### src/rtl/program_sequencer.sv
// ---------------------------------------------------------------------------
// program_sequencer
//
// Purpose:
//   Tiny instruction sequencer that walks a combinational program ROM and
//   issues register-file writes (ADDI) and output-port requests (OUT).
//   Each instruction takes one FETCH cycle and one EXEC cycle; an OUT that
//   is not accepted immediately parks in OUT_WAIT until the port takes it.
//   Unknown opcodes raise a sticky illegal flag and halt on the offending
//   word.
//
// Parameters:
//   ADDR_W    program ROM address width (2**ADDR_W instruction words)
//   WRAP      0: halt after the last word, 1: continue at address 0
//
// Ports:
//   clk        single clock, rising edge
//   rst_n      asynchronous active-low reset
//   start      begin execution at address 0 from IDLE or HALT
//   stop       return to IDLE once the current instruction retires
//   rom_addr   ROM address, always the program counter
//   rom_data   ROM word for rom_addr, same cycle
//   rf_we      register-file write strobe (one cycle per ADDI)
//   rf_waddr   destination register, ir[11:8]
//   rf_imm     immediate, ir[7:0]
//   rf_raddr   source register for OUT, ir[3:0]
//   out_valid  OUT request to the output port
//   out_ready  output port accepts the request
//   busy       high in FETCH, EXEC and OUT_WAIT
//   done       high in HALT
//   illegal    sticky illegal-opcode flag, cleared by start from HALT
//   retired    retired-instruction count, wraps 255 -> 0
//
// Instruction word: [15:12] opcode (0000 NOP, 0001 ADDI, 1111 OUT)
// ---------------------------------------------------------------------------
module program_sequencer #(
   parameter int ADDR_W = 3,
   parameter bit WRAP   = 1'b0
) (
   input  logic              clk,
   input  logic              rst_n,
   input  logic              start,
   input  logic              stop,
   output logic [ADDR_W-1:0] rom_addr,
   input  logic [15:0]       rom_data,
   output logic              rf_we,
   output logic [3:0]        rf_waddr,
   output logic [7:0]        rf_imm,
   output logic [3:0]        rf_raddr,
   output logic              out_valid,
   input  logic              out_ready,
   output logic              busy,
   output logic              done,
   output logic              illegal,
   output logic [7:0]        retired
);

   typedef enum logic [2:0] {
      S_IDLE,
      S_FETCH,
      S_EXEC,
      S_OUT_WAIT,
      S_HALT
   } state_t;

   localparam logic [3:0]        OP_NOP  = 4'b0000;
   localparam logic [3:0]        OP_ADDI = 4'b0001;
   localparam logic [3:0]        OP_OUT  = 4'b1111;
   localparam logic [ADDR_W-1:0] PC_MAX  = '1;

   state_t              state_q;
   logic [ADDR_W-1:0]   pc_q;
   logic [15:0]         ir_q;
   logic                illegal_q;
   logic                rf_we_q;
   logic                out_valid_q;
   logic                busy_q;
   logic                done_q;
   logic [7:0]          retired_q;

   logic [3:0]          ir_op;
   logic [3:0]          fetch_op;
   logic                legal_op;
   logic                retire_d;
   logic                pc_last;
   logic [ADDR_W-1:0]   pc_d;

   // Decode of the latched instruction and of the word being fetched, plus
   // the retire condition. The strobes are registered, so the FETCH cycle
   // already looks at rom_data to decide what EXEC will drive.
   always_comb begin
      ir_op    = ir_q[15:12];
      fetch_op = rom_data[15:12];
      legal_op = (ir_op == OP_NOP) || (ir_op == OP_ADDI) || (ir_op == OP_OUT);
      retire_d = 1'b0;
      if (state_q == S_EXEC) begin
         retire_d = legal_op && ((ir_op != OP_OUT) || out_ready);
      end else if (state_q == S_OUT_WAIT) begin
         retire_d = out_ready;
      end
      pc_last = (pc_q == PC_MAX);
      pc_d    = pc_q + 1'b1;
   end

   // Main sequencer: state, program counter, instruction register, flags and
   // all registered outputs live here so every output changes only on a
   // clock edge (or immediately on reset). An OUT stall keeps out_valid and
   // ir untouched, which keeps rf_raddr stable for the whole wait.
   always_ff @(posedge clk or negedge rst_n) begin
      if (!rst_n) begin
         state_q     <= S_IDLE;
         pc_q        <= '0;
         ir_q        <= '0;
         illegal_q   <= 1'b0;
         rf_we_q     <= 1'b0;
         out_valid_q <= 1'b0;
         busy_q      <= 1'b0;
         done_q      <= 1'b0;
         retired_q   <= '0;
      end else begin
         case (state_q)
            S_IDLE: begin
               if (start) begin
                  pc_q    <= '0;
                  busy_q  <= 1'b1;
                  state_q <= S_FETCH;
               end
            end

            S_FETCH: begin
               ir_q        <= rom_data;
               rf_we_q     <= (fetch_op == OP_ADDI);
               out_valid_q <= (fetch_op == OP_OUT);
               state_q     <= S_EXEC;
            end

            S_EXEC, S_OUT_WAIT: begin
               if ((state_q == S_EXEC) && !legal_op) begin
                  // Park on the offending word so software can see where.
                  illegal_q   <= 1'b1;
                  rf_we_q     <= 1'b0;
                  out_valid_q <= 1'b0;
                  busy_q      <= 1'b0;
                  done_q      <= 1'b1;
                  state_q     <= S_HALT;
               end else if (retire_d) begin
                  retired_q   <= retired_q + 8'd1;
                  rf_we_q     <= 1'b0;
                  out_valid_q <= 1'b0;
                  if (stop) begin
                     busy_q  <= 1'b0;
                     state_q <= S_IDLE;
                  end else if (pc_last && !WRAP) begin
                     busy_q  <= 1'b0;
                     done_q  <= 1'b1;
                     state_q <= S_HALT;
                  end else begin
                     // At the last word this wraps to 0 by width.
                     pc_q    <= pc_d;
                     state_q <= S_FETCH;
                  end
               end else begin
                  // Only an OUT not yet accepted gets here.
                  rf_we_q <= 1'b0;
                  state_q <= S_OUT_WAIT;
               end
            end

            S_HALT: begin
               if (start) begin
                  illegal_q <= 1'b0;
                  pc_q      <= '0;
                  done_q    <= 1'b0;
                  busy_q    <= 1'b1;
                  state_q   <= S_FETCH;
               end
            end

            default: begin
               rf_we_q     <= 1'b0;
               out_valid_q <= 1'b0;
               busy_q      <= 1'b0;
               done_q      <= 1'b0;
               state_q     <= S_IDLE;
            end
         endcase
      end
   end

   assign rom_addr  = pc_q;
   assign rf_we     = rf_we_q;
   assign rf_waddr  = ir_q[11:8];
   assign rf_imm    = ir_q[7:0];
   assign rf_raddr  = ir_q[3:0];
   assign out_valid = out_valid_q;
   assign busy      = busy_q;
   assign done      = done_q;
   assign illegal   = illegal_q;
   assign retired   = retired_q;

endmodule

### config.mk
export PLATFORM = sky130hd
export DESIGN_NAME = program_sequencer
export DESIGN_NICKNAME = d
export VERILOG_FILES = /design/src/rtl/program_sequencer.sv
export SDC_FILE = /design/constraint.sdc
export NUM_CORES = 1
export LEC_CHECK = 0
export CAP_MARGIN = 20
export CELL_PAD_IN_SITES_DETAIL_PLACEMENT = 0
export CELL_PAD_IN_SITES_GLOBAL_PLACEMENT = 1
export CORE_MARGIN = 1
export CORE_UTILIZATION = 34
export DETAILED_ROUTE_END_ITERATION = 10
export PLACE_DENSITY_LB_ADDON = 0.1
export SYNTH_ARGS = -nofsm -noshare
export SYNTH_HDL_FRONTEND = slang
export SYNTH_SLANG_ARGS = --single-unit
export TNS_END_PERCENT = 20
### constraint.sdc
create_clock -name clk -period 2.1 [get_ports clk]
set_clock_uncertainty 0.15 [all_clocks]
set_input_delay 0.42 -clock clk [delete_from_list [all_inputs] [get_ports clk]]
set_output_delay 0.42 -clock clk [all_outputs]
set_load 0.02 [all_outputs]
# Word-level counts from Yosys, hierarchy flattened
# Index checks and enable logic that the tools add are counted.
totals:
  out_inout_bits: 32
  inputBits: 21
  register_bits: 35
classes:
  bitwise_logic: 4
  addsub: 2
  eq_ne: 21
  muxes: 32
  n_reduce_logical: 19
ops:
  columns: ["op", "n"]
  rows:
  - ["two-way mux 3 bit", 10]
  - ["two-way mux 1 bit", 15]
  - ["inequality test 2 bit, second input constant", 6]
  - ["inequality test 3 bit, second input constant", 3]
  - ["case mux 1 bit (3 select lines)", 3]
  - ["case mux 3 bit (3 select lines)", 1]
  - ["adder 8 x 1 -> 8 bit, second input constant", 1]
  - ["equality test 4 x 1 -> 1 bit, second input constant", 2]
  - ["equality test 4 bit, second input constant", 2]
  - ["inequality test 4 bit, second input constant", 2]
  - ["equality test 3 x 2 -> 1 bit, second input constant", 2]
  - ["equality test 3 bit, second input constant", 2]
  - ["case mux 3 bit (2 select lines)", 1]
  - ["AND reduction 3 bit", 2]
  - ["AND reduction 6 bit", 1]
  - ["OR reduction 2 bit", 3]
  - ["AND reduction 5 bit", 1]
  - ["zero test 4 bit", 1]
  - ["NOT 1 bit", 4]
  - ["case mux 1 bit (2 select lines)", 2]
  - ["AND reduction 4 bit", 1]
  - ["nonzero test 2 bit", 2]
  - ["adder 3 x 1 -> 3 bit, second input constant", 1]
  - ["equality test 3 x 1 -> 1 bit, second input constant", 1]
  - ["6 further kinds", 9]

# Logic depth before layout (Yosys ltp)
depth:
  depth_word: 8
  ltp_mapped: 6
  ltp_nobuf: 6

# Least setup slack after synthesis
# OpenSTA, ideal clock, no wires.
synth_path:
  path_type: "flip-flop to flip-flop"
  start: "register ir_q[13]"
  end: "register retired_q[1] (netlist: retired[1])"
  setup_slack_ns: 0.233
  required_time_ns: 1.822
  stages_incl_launch_ff: 6
  setup_time_ns: 0.128
  arrival_ns: 1.589
  synth_period_minus_slack_ns: 1.867
  cell_sequence: "dfrtp_1 > or3_4 > a21o_1 > buf_4 > nor2_1 > mux2_1"
synth_between:
  elab_chain_len: 7
  elab_cells_between_ends: 13
  cone_classes: "eq/ne: 3; mux: 1; bitwise: 1; reduce/logical: 8"
synth_lines:
  columns: ["item", "line", "rtl"]
  rows:
  - ["from (decl)", "73", "logic [15:0] ir_q;"]
  - ["from (signal assigned)", "131", "ir_q <= rom_data;"]
  - ["equality test 4 x 1 -> 1 bit / zero test 4 bit (equally long branches)", "94", "legal_op = (ir_op == OP_NOP) || (ir_op == OP_ADDI) || (ir_op == OP_OUT);"]
  - ["logical OR 1 bit (2 in a row)", "94", null]
  - ["zero test 1 bit", "138", "if ((state_q == S_EXEC) && !legal_op) begin"]
  - ["logical AND 1 bit", "138", null]
  - ["NOT 1 bit (no line)", null, null]
  - ["AND reduction 3 bit (no line) *", null, null]
  - ["to (signal assigned)", "147", "retired_q <= retired_q + 8'd1;"]
  - ["to (decl)", "79", "logic [7:0] retired_q;"]
# Every way passes the cells marked *; elsewhere a longest branch is shown, timed or not.
# A chain may end at the register's enable or synchronous reset.

# Final worst setup path
layout_path:
  start: "register retired_q[2] (netlist: retired[2])"
  end: "output retired[2]"
layout_lines:
  columns: ["item", "line", "rtl"]
  rows:
  - ["to (decl)", "55", "output logic [7:0] retired"]
# No word-level cell between the ends.

==> flow_metrics.env <==
export IMPL_grt_antenna_before_repair=0
export IMPL_tightest_slew_ns=0.436
export IMPL_syn_area_um2=1700
export IMPL_nNetsFinal=248
export IMPL_fin_crit_ns=1.97
export IMPL_worst_path_buf_inv=1
export IMPL_ys_seq_area_share_pct=51.4
export IMPL_fin_util_pct=48.1
export IMPL_cts_buffers=5
export IMPL_synth_area_per_cell_um2=9.46
export IMPL_cts_sinks=35
export IMPL_final_common_cell="nand2_1"
export IMPL_relSlewSlack_pct=70.6
export IMPL_cts_htree_levels=2
export IMPL_reg2reg_slack_ns=0.17
export IMPL_place_inst=284
export IMPL_drive_gt1_share_pct=8.89
export IMPL_reg2regPathDepth=4
export IMPL_critical_path_slowest_cell="clkdlybuf4s50_1"
export IMPL_drv_slew=0
export IMPL_cts_resized=0
export IMPL_vias=1363
export IMPL_crit_fanout=7
export IMPL_ys_ff_latch=35
export IMPL_postCtsHoldBufs=0
export IMPL_grt_pass1_wl_um=6070
export IMPL_place_congestion=0.819
export IMPL_grt_start_max_net_pins=36
export IMPL_clock_latency_ns=0.28
export IMPL_final_area_um2=2300
export IMPL_drt_vias_per_instance=4.67
export IMPL_start_util_pct=35.6
export IMPL_root_buffer="clkbuf_8"
export IMPL_layout_cells_non_filler=292
export IMPL_ys_warn_count=0
export IMPL_die_w_um=72.8
export IMPL_wl_per_cell_um=12.5
export IMPL_cts_setup_buffers=0
export IMPL_cts_buffer_depth=2
export IMPL_grt_pass1_vias=1306
export IMPL_powerDensity_nw_per_um2=1440
export IMPL_area_growth_pct=35.1
export IMPL_cap_viol_max_count=0
export IMPL_path_cells="clkdlybuf4s50_1"
export IMPL_synth_cell_type_count=34
export IMPL_critPathArrivalTime_ns=1.40
export IMPL_timing_hold_ws_ns=0.0125
export IMPL_setup_tns_ns=0
export IMPL_syn_num_nets=204
export IMPL_core_um2=4790
export IMPL_cpPeakStageDelay_ns=0.65
export IMPL_drt_pass1_iter_count=4
export IMPL_dpl_hpwl_um=2670
export IMPL_grtUsageTotal_pct=15.4
export IMPL_crit_family="buffers and inverters"
export IMPL_worst_slack_ns=0.130
export IMPL_hold_viol_final=0
export IMPL_syn_inst=180
export IMPL_die_area_um2=5300
export IMPL_drc=0
export IMPL_preCtsSetupSlack_ns=0.174
export IMPL_path_clk_slew_ns=0.07
export IMPL_worstHoldPathType="input port to async pin"
export IMPL_initialDrtViolationCount=63
export IMPL_fin_total_pwr_mw=3.32
export IMPL_cp_required_ns=1.53
export IMPL_setup_viol=0
export IMPL_ir_drop_v=0.000604
export IMPL_crit_path_end_kind="output port"
export IMPL_placed_area_um2=2200
export IMPL_num_rows=25
export IMPL_n_antenna_cell=0
export IMPL_path_class="flip-flop to output port"
export IMPL_final_min_period_over_clock_period_pct=93.8
export IMPL_antenna_left=0
export IMPL_dieHeight_um=72.8
export IMPL_rr_startpoint="ir_q[13]"
export IMPL_start_kind="flip-flop"
export IMPL_p_leak_nw=1.07
export IMPL_pin_count=53
export IMPL_status="complete, no violations"
export IMPL_rsz0062_at_grt="no"
export IMPL_overflow=0
export IMPL_cts_tree="done"
export IMPL_totalWireLength_um=3650
export IMPL_clock_fmax_ghz=0.508
export IMPL_layout_cells_most_common_list="nand2_1 (59), clkdlybuf4s50_1 (51), dfrtp_1 (35)"
export IMPL_r2r_end="retired[1]"
export IMPL_port_buffers=52
-- cell families after synthesis --
| kind of cell | Yosys count | share of synthesized area, % |
|---|---|---|
| AND/OR/NAND/NOR | 87 | 23.5 |
| XOR/XNOR | 7 | 3.60 |
| adder cells (fa/ha/maj) | 3 | 2.20 |
| buffers and inverters | 24 | 9.04 |
| multiplexers | 3 | 1.84 |
| flip-flops | 35 | 51.4 |
| AO/OA/AOI/OAI | 21 | 8.38 |
-- routing by layer --
layer  GRT usage (%)  routed length, um  up-vias
li1                -                  -      675
met1            19.8               1600      635
met2            23.9               1720       48
met3            5.52                270        5
met4            5.88                 57        0
met5               0                  0        -
-- layout make-up --
class	instances	area [um2]
fill	478	2480
sequential	35	876
multi-input combinational	121	673
timing repair buffer	57	553
clock buffer	8	100
tap	67	83.8
inverter	4	15.0
-- worst max-delay path by stage --
stage	start	end	slack (ns)	cells after the start
5_1_grt	state_q[0]	rom_addr[0]	0.03	5
6_report	retired[2]	retired[2]	0.13	1
3_5_place_dp	out_ready	retired[7]	0.17	5
3_3_place_gp	out_ready	retired[7]	0.22	5
4_1_cts	retired[2]	retired[2]	0.11	1
2_1_floorplan	ir_q[13]	retired[1]	0.23	5
-- report_power, final --
part	internal, mW	switching (mW)	total (mW)
clock network	0.299	0.234	0.533
registers	0.933	0.231	1.16
logic	0.731	0.894	1.62
-- Yosys cell counts --
| master | count | area (um2) |
|---|---|---|
| nand2_1 | 59 | 221 |
| dfrtp_1 | 35 | 876 |
| buf_4 | 17 | 128 |
| nand3_1 | 9 | 45.0 |
| o21ai_1 | 6 | 30.0 |
| xor2_1 | 6 | 52.6 |
| nor2_1 | 5 | 18.8 |
| inv_1 | 4 | 15.0 |
| clkbuf_1 | 3 | 11.3 |
| ha_1 | 3 | 37.5 |
| nor3_1 | 3 | 15.0 |
| nor4_2 | 3 | 37.5 |
| a21o_1 | 2 | 15.0 |
| a21oi_1 | 2 | 10.0 |
| a32oi_1 | 2 | 17.5 |
| mux2i_1 | 2 | 20.0 |
| o21ai_0 | 2 | 10.0 |
| a21oi_2 | 1 | 8.76 |
| a311oi_1 | 1 | 8.76 |
| a31oi_1 | 1 | 6.26 |
| a41o_1 | 1 | 10.0 |
| a41oi_1 | 1 | 8.76 |
| and3_1 | 1 | 6.26 |
| mux2_1 | 1 | 11.3 |
| nand2b_1 | 1 | 6.26 |
| nand4_1 | 1 | 6.26 |
| nor3b_1 | 1 | 7.51 |
| nor3b_2 | 1 | 12.5 |
| nor4_1 | 1 | 6.26 |
| o2bb2ai_1 | 1 | 8.76 |
| o41ai_1 | 1 | 8.76 |
| or2_2 | 1 | 6.26 |
| or3_4 | 1 | 11.3 |
| xnor2_1 | 1 | 8.76 |
-- flip-flops by register name, indices dropped and copies added (netlist names) --
register and flops:
ir_q 16, done 1, rf_we 1, illegal 1, busy 1, state_q 3
rom_addr 3, out_valid 1, retired 8
(Power assumes the default switching activity.)
